--- src/rtl/interupt_request_controller_if.sv ---
// Signal bundle between the interrupt controller and its peripherals/CPU.
// The controller takes the slave modport; the peripheral/CPU side takes master.
interface interupt_request_controller_if #(
  parameter int NUM_SOURCES = 8,
  parameter int ID_WIDTH    = 3
);
  // Handshake: interupt_signal is a one-cycle pulse with irq_id valid from
  // that pulse until return_from_isr. The CPU answers with a one-cycle
  // return_from_isr, which is honoured only while an ISR is outstanding.
  logic [NUM_SOURCES-1:0] irq_in;
  logic                   mask_wr_en;
  logic [NUM_SOURCES-1:0] mask_wr_data;
  logic                   overrun_clr;
  logic                   return_from_isr;
  logic                   interupt_signal;
  logic [ID_WIDTH-1:0]    irq_id;
  logic                   in_service;
  logic [NUM_SOURCES-1:0] pending;
  logic [NUM_SOURCES-1:0] irq_mask;
  logic [NUM_SOURCES-1:0] overrun;
  logic [1:0]             dbg_state;

  modport master (
    output irq_in,
    output mask_wr_en,
    output mask_wr_data,
    output overrun_clr,
    output return_from_isr,
    input  interupt_signal,
    input  irq_id,
    input  in_service,
    input  pending,
    input  irq_mask,
    input  overrun,
    input  dbg_state
  );

  modport slave (
    input  irq_in,
    input  mask_wr_en,
    input  mask_wr_data,
    input  overrun_clr,
    input  return_from_isr,
    output interupt_signal,
    output irq_id,
    output in_service,
    output pending,
    output irq_mask,
    output overrun,
    output dbg_state
  );
endinterface

--- src/rtl/interupt_request_controller.sv ---
// Edge-latching interrupt controller: pending/mask/overrun registers, fixed
// lowest-index-first priority, one outstanding ISR at a time.
module interupt_request_controller #(
  parameter int NUM_SOURCES = 8,
  parameter int ID_WIDTH    = 3
) (
  input logic                          clk,
  input logic                          reset,
  interupt_request_controller_if.slave bus
);

  // dbg_state encoding: 0 = IDLE, 1 = SIGNAL, 2 = IN_SERVICE
  typedef enum logic [1:0] {
    ST_IDLE       = 2'd0,
    ST_SIGNAL     = 2'd1,
    ST_IN_SERVICE = 2'd2
  } state_t;

  state_t                 r_state;
  state_t                 w_state_next;

  logic [NUM_SOURCES-1:0] r_irq_in_d;
  logic [NUM_SOURCES-1:0] r_pending;
  logic [NUM_SOURCES-1:0] r_mask;
  logic [NUM_SOURCES-1:0] r_overrun;
  logic [ID_WIDTH-1:0]    r_irq_id;

  logic [NUM_SOURCES-1:0] w_rise;
  logic [NUM_SOURCES-1:0] w_eligible;
  logic [NUM_SOURCES-1:0] w_grant_clr;
  logic [NUM_SOURCES-1:0] w_overrun_set;
  logic [NUM_SOURCES-1:0] w_pending_next;
  logic [NUM_SOURCES-1:0] w_overrun_next;
  logic [ID_WIDTH-1:0]    w_winner;
  logic                   w_any_eligible;
  logic                   w_grant;
  logic                   w_interupt_signal;
  logic                   w_in_service;

  assign w_rise         = bus.irq_in & ~r_irq_in_d;
  assign w_eligible     = r_pending & r_mask;
  assign w_any_eligible = |w_eligible;
  assign w_grant        = (r_state == ST_IDLE) && w_any_eligible;

  // Scan from the top down so the lowest eligible index is the last to win.
  always_comb begin
    w_winner = '0;
    for (int i = NUM_SOURCES - 1; i >= 0; i--) begin
      if (w_eligible[i]) begin
        w_winner = ID_WIDTH'(i);
      end
    end
  end

  always_comb begin
    w_grant_clr = '0;
    for (int i = 0; i < NUM_SOURCES; i++) begin
      w_grant_clr[i] = w_grant && (w_winner == ID_WIDTH'(i));
    end
  end

  // A new edge always wins over the grant clear, so a request arriving on the
  // cycle its previous one is granted is kept rather than lost.
  assign w_overrun_set  = w_rise & r_pending & ~w_grant_clr;
  assign w_pending_next = (r_pending & ~w_grant_clr) | w_rise;
  assign w_overrun_next = (bus.overrun_clr ? '0 : r_overrun) | w_overrun_set;

  // FSM: state register
  always_ff @(posedge clk) begin
    if (reset) begin
      r_state <= ST_IDLE;
    end else begin
      r_state <= w_state_next;
    end
  end

  // FSM: next-state logic
  always_comb begin
    w_state_next = r_state;
    case (r_state)
      ST_IDLE: begin
        if (w_any_eligible) begin
          w_state_next = ST_SIGNAL;
        end
      end
      ST_SIGNAL: begin
        w_state_next = ST_IN_SERVICE;
      end
      ST_IN_SERVICE: begin
        if (bus.return_from_isr) begin
          w_state_next = ST_IDLE;
        end
      end
      default: begin
        w_state_next = ST_IDLE;
      end
    endcase
  end

  // FSM: outputs decoded straight from the state register
  always_comb begin
    w_interupt_signal = 1'b0;
    w_in_service      = 1'b0;
    case (r_state)
      ST_SIGNAL: begin
        w_interupt_signal = 1'b1;
        w_in_service      = 1'b1;
      end
      ST_IN_SERVICE: begin
        w_in_service = 1'b1;
      end
      default: begin
        w_interupt_signal = 1'b0;
        w_in_service      = 1'b0;
      end
    endcase
  end

  always_ff @(posedge clk) begin
    if (reset) begin
      r_irq_in_d <= '0;
      r_pending  <= '0;
      r_mask     <= '0;
      r_overrun  <= '0;
      r_irq_id   <= '0;
    end else begin
      r_irq_in_d <= bus.irq_in;
      r_pending  <= w_pending_next;
      r_overrun  <= w_overrun_next;
      if (bus.mask_wr_en) begin
        r_mask <= bus.mask_wr_data;
      end
      if (w_grant) begin
        r_irq_id <= w_winner;
      end
    end
  end

  assign bus.interupt_signal = w_interupt_signal;
  assign bus.in_service      = w_in_service;
  assign bus.irq_id          = r_irq_id;
  assign bus.pending         = r_pending;
  assign bus.irq_mask        = r_mask;
  assign bus.overrun         = r_overrun;
  assign bus.dbg_state       = r_state;

endmodule

--- src/flat_wrapper.sv ---
// flat-port wrapper written by rule: the top's interface ports become plain ports
module interupt_request_controller_flat 
#(
  parameter int NUM_SOURCES = 8,
  parameter int ID_WIDTH    = 3
)
  (clk, reset, bus_irq_in, bus_mask_wr_en, bus_mask_wr_data, bus_overrun_clr, bus_return_from_isr, bus_interupt_signal, bus_irq_id, bus_in_service, bus_pending, bus_irq_mask, bus_overrun, bus_dbg_state);
  interupt_request_controller_if #(.NUM_SOURCES(NUM_SOURCES), .ID_WIDTH(ID_WIDTH)) bus_i ();
  input logic clk;
  input logic reset;
  input wire logic [$bits(bus_i.irq_in)-1:0] bus_irq_in;
  input wire logic [$bits(bus_i.mask_wr_en)-1:0] bus_mask_wr_en;
  input wire logic [$bits(bus_i.mask_wr_data)-1:0] bus_mask_wr_data;
  input wire logic [$bits(bus_i.overrun_clr)-1:0] bus_overrun_clr;
  input wire logic [$bits(bus_i.return_from_isr)-1:0] bus_return_from_isr;
  output wire logic [$bits(bus_i.interupt_signal)-1:0] bus_interupt_signal;
  output wire logic [$bits(bus_i.irq_id)-1:0] bus_irq_id;
  output wire logic [$bits(bus_i.in_service)-1:0] bus_in_service;
  output wire logic [$bits(bus_i.pending)-1:0] bus_pending;
  output wire logic [$bits(bus_i.irq_mask)-1:0] bus_irq_mask;
  output wire logic [$bits(bus_i.overrun)-1:0] bus_overrun;
  output wire logic [$bits(bus_i.dbg_state)-1:0] bus_dbg_state;
  assign bus_i.irq_in = bus_irq_in;
  assign bus_i.mask_wr_en = bus_mask_wr_en;
  assign bus_i.mask_wr_data = bus_mask_wr_data;
  assign bus_i.overrun_clr = bus_overrun_clr;
  assign bus_i.return_from_isr = bus_return_from_isr;
  assign bus_interupt_signal = bus_i.interupt_signal;
  assign bus_irq_id = bus_i.irq_id;
  assign bus_in_service = bus_i.in_service;
  assign bus_pending = bus_i.pending;
  assign bus_irq_mask = bus_i.irq_mask;
  assign bus_overrun = bus_i.overrun;
  assign bus_dbg_state = bus_i.dbg_state;
  interupt_request_controller #(.NUM_SOURCES(NUM_SOURCES), .ID_WIDTH(ID_WIDTH)) u_core (.clk(clk), .reset(reset), .bus(bus_i));
endmodule
--- config.mk ---
export PLATFORM = sky130hd
export DESIGN_NAME = interupt_request_controller_flat
export DESIGN_NICKNAME = d
export VERILOG_FILES = /design/src/rtl/interupt_request_controller_if.sv /design/src/rtl/interupt_request_controller.sv /design/src/flat_wrapper.sv
export SDC_FILE = /design/constraint.sdc
export NUM_CORES = 1
export LEC_CHECK = 0
export ABC_AREA = 1
export BUFFER_PORTS_ARGS = -buffer_cell sky130_fd_sc_hd__buf_4
export CAP_MARGIN = 20
export CORE_UTILIZATION = 53
export DETAILED_ROUTE_END_ITERATION = 7
export PLACE_DENSITY = 0.84
export SLEW_MARGIN = 20
export SYNTH_ARGS = -nofsm -noshare
export SYNTH_HDL_FRONTEND = slang
export SYNTH_SLANG_ARGS = --single-unit
--- constraint.sdc ---
create_clock -name clk -period 1.85 [get_ports clk]
set_input_delay 0.2775 -clock clk [delete_from_list [all_inputs] [get_ports clk]]
set_output_delay 0.2775 -clock clk [all_outputs]
set_load 0.01 [all_outputs]
==> key figures <==
Run status
  • Status: finished clean

Layout
  • Diode count: 0
  • Filler instances: 245
  • P&R area growth vs syn: 30.0%
  • Multi-input logic area: 687 µm²
  • Share of layout cells above drive strength 1: 30.3%
  • Fin util: 72.6%
  • Net count, final: 285
  • Register area: 741 µm²

Global routing
  • Total grt overflow: 0
  • Pin count of the biggest net entering global routing: 27
  • GRT Overall Usage: 22.8%
  • Antenna violations before repair: 0
  • Number of global-route vias before repair: 1290
  • First-pass GRT wire length: 5430 µm

Clock tree
  • Root Buffer: clkbuf_4
  • CTS Buffer Depth: 2
  • # resized after CTS: 0
  • Worst-path clk slew: 120 ps
  • Post-CTS setup buffer count: 0
  • Clk_lat worst skew: 340 ps
  • Hold buffer count at cts: 0
  • CTS Buf Count: 5
  • Sink Count: 37
  • CTS H-Tree Depth: 2
  • CTS tree: yes

Synth
  • Yosys reg bits: 37
  • Netlist Area Pre-Place: 1540 µm²
  • Seq/Total Area, Yosys: 48.1%
  • Post-synthesis mux area share: 0%
  • Count of cell types in the netlist: 19
  • Synth Area in Compound Gates: 12.8%
  • Syn nets: 231
  • Mapped Avg Cell Area: 7.48 µm²
  • Largest family of logic cells by synthesized area: simple AND/OR/NAND/NOR gates
  • Synth Instances: 206
  • Yosys warning count: 0
  • Synth Area in Adders: 3.25%
  • Xor/xnor share of the synthesized area: 0%
  • Fraction of the mapped netlist area in simple logic gates: 28.5%

Hold path
  • Hold path cells: 3
  • Min-delay src: bus_irq_in[0]
  • Hold crit path type: input pin to register
  • Hold EP: u_core.r_irq_in_d[0]$_SDFF_PP0_

Setup path
  • Arr. time, crit path: 1250 ps
  • CP Buf/Inv Count: 2
  • CP Launch Type: register
  • Reg2Reg Depth: 8
  • Crit path largest cell delay: 380 ps
  • R2r endpoint: u_core.bus.pending[5]$_SDFF_PP0_
  • CP max-delay cell: dfxtp_1
  • Critical path's top delay family: flip-flops
  • Setup CP Type: register to output port
  • CP required: 1570 ps
  • Reg2reg start: u_core.bus.pending[0]$_SDFF_PP0_
  • R2R Setup Slk: 440 ps
  • CP Capture Type: output port
  • Critical path fanouts, max: 4
  • Cells along the critical path: inv_1, ha_1, buf_4

Die
  • Die area: 3130 µm²
  • Initial core utilization: 55.9%
  • Ports: 52
  • Die span in x: 55.9 µm
  • Core Box Area: 2760 µm²
  • # rows: 19
  • Die height: 55.9 µm

Route
  • DRT iter0 DRCs: 65
  • Vias per std cell: 4.91
  • Post-DRT Antenna Nets: 0
  • DR vias: 1434
  • WL per Instance: 11.3 µm
  • Drc violations: 0
  • Routed WL: 3290 µm
  • DRT Pass-1 Iters: 4

Power
  • Power Dens Cells: 986 nW/µm²
  • Worst VDD drop: 0.850 mV
  • Combinational Power Share: 31.3%
  • Lkg Pwr: 0.985 nW
  • Clock network fraction of total power: 20.9%
  • P_sw: 0.671 mW
  • Reg power frac: 47.7%
  • Sw frac: 34.0%
  • Total internal power: 1.30 mW

STA
  • Fin. max-slew vios: 0
  • Worst Tran Pin Value: 288 ps
  • Rel. slew slack: 80.8%
  • Worst Skew: 13.6 ps
  • Crit share post-route: 82.5%
  • Final Worst Setup Slack: 324 ps
  • Setup total negative slack: 0 ps
  • Hold Vio Cnt, Final: 0
  • RSZ-0062 raised after global routing: false
  • Final setup viols: 0
  • Max Clock Freq: 0.655 GHz
  • Crit path time final: 1530 ps

Placement
  • Port buffer count: 51
  • Detailed placer's ending HPWL: 2500 µm
  • Final Wtd Congestion: 0.840
  • Setup Slack @ Placement: 456 ps

Job
  • Maxcap violations: 0
[registers in the layout (all words and copies together), names as in the netlist]
| register | cells |
|---|---|
| u_core.bus.irq_mask | 8 |
| u_core.bus.overrun | 8 |
| u_core.bus.pending | 8 |
| u_core.r_irq_in_d | 8 |
| u_core.bus.irq_id | 3 |
| u_core.bus.dbg_state | 2 |
[power by group through the flow]
stage / Sequential [mW] / Combinational [mW] / Clock, mW
after floorplan: 0.982 / 0.336 / 0
after CTS: 0.944 / 0.625 / 0.424
after global routing: 0.955 / 0.684 / 0.466
after detailed placement: 0.959 / 0.621 / 0
after global placement: 0.956 / 0.605 / 0
final: 0.943 / 0.619 / 0.413
[final cells by class]
cell class | count | share of cell area [%]
Sequential cell | 37 | 37.0
Timing Repair Buffer | 51 | 19.1
Clock buffer | 5 | 1.88
Multi-Input combinational cell | 139 | 34.3
Inverter | 26 | 4.87
Tap cell | 31 | 1.94
Clock inverter | 3 | 0.875
[synthesized netlist by cell type, drive strengths merged]
master  count  area share, %
a21oi      22            7.9
clkbuf      4           0.97
dfxtp      37             48
ha          4            3.2
inv        26            6.3
nand2      44             12
nand3       6            1.9
nand4       4            1.6
nor2       37             10
o21a        1           0.49
o21ai      13            4.5
or2         8            3.2
[metrics by stage]
step	std cells	power [mW]	instance area, µm²	hold slack (ps)
6_report	292	1.97	2000	135
5_1_grt	292	2.11	2000	130
4_1_cts	292	1.99	2000	132
3_5_place_dp	284	1.58	1950	460
3_3_place_gp	284	1.56	1950	457
2_1_floorplan	206	1.32	1540	398
[per-layer routing]
metal  vias up  global-route usage, %  wire length [µm]
li1        756                      -                 -
met1       630                   25.9              1430
met4         0                   9.76                76
met5         -                      0                 0
met3         6                   7.21               183
met2        42                   39.6              1600
[layout by cell type, fill, tap and decap left out, drive strengths merged, types with 2 or more instances in the layout]
cell    Yosys  routed
nand4       4       4
buf         0      51
clkinv      0       2
ha          4       4
clkbuf      4       5
inv        26      26
o21ai      13      13
nand3       6       6
or2         8       8
nor2       37      37
nand2      44      44
a21oi      22      22
dfxtp      37      37
[how the worst max path moves through the flow]
stage,to,slack (ps),start,cells past startpoint
2_1_floorplan,u_core.bus.pending[7]$_SDFF_PP0_,590,u_core.bus.pending[0]$_SDFF_PP0_,8
3_3_place_gp,u_core.bus.overrun[5]$_SDFF_PP0_,470,u_core.bus.pending[0]$_SDFF_PP0_,8
3_5_place_dp,u_core.bus.overrun[5]$_SDFF_PP0_,460,u_core.bus.pending[0]$_SDFF_PP0_,8
4_1_cts,bus_in_service,300,u_core.bus.dbg_state[0]$_SDFFE_PP0P_,3
5_1_grt,bus_in_service,220,u_core.bus.dbg_state[0]$_SDFFE_PP0P_,3
6_report,bus_in_service,320,u_core.bus.dbg_state[1]$_SDFFE_PP0P_,3
[tightest hold or removal path, delay by kind of cell]
family	cells	cell delay, ps
simple gates	1	60
buf+inv	2	110
[logic make-up after synthesis]
| logic type | Yosys count |
|---|---|
| flip-flops | 37 |
| AND/OR/NAND/NOR | 99 |
| adder cells (fa/ha/maj) | 4 |
| AO/OA/AOI/OAI | 36 |
| buffers and inverters | 30 |
Power figures use the tool's default switching activity.
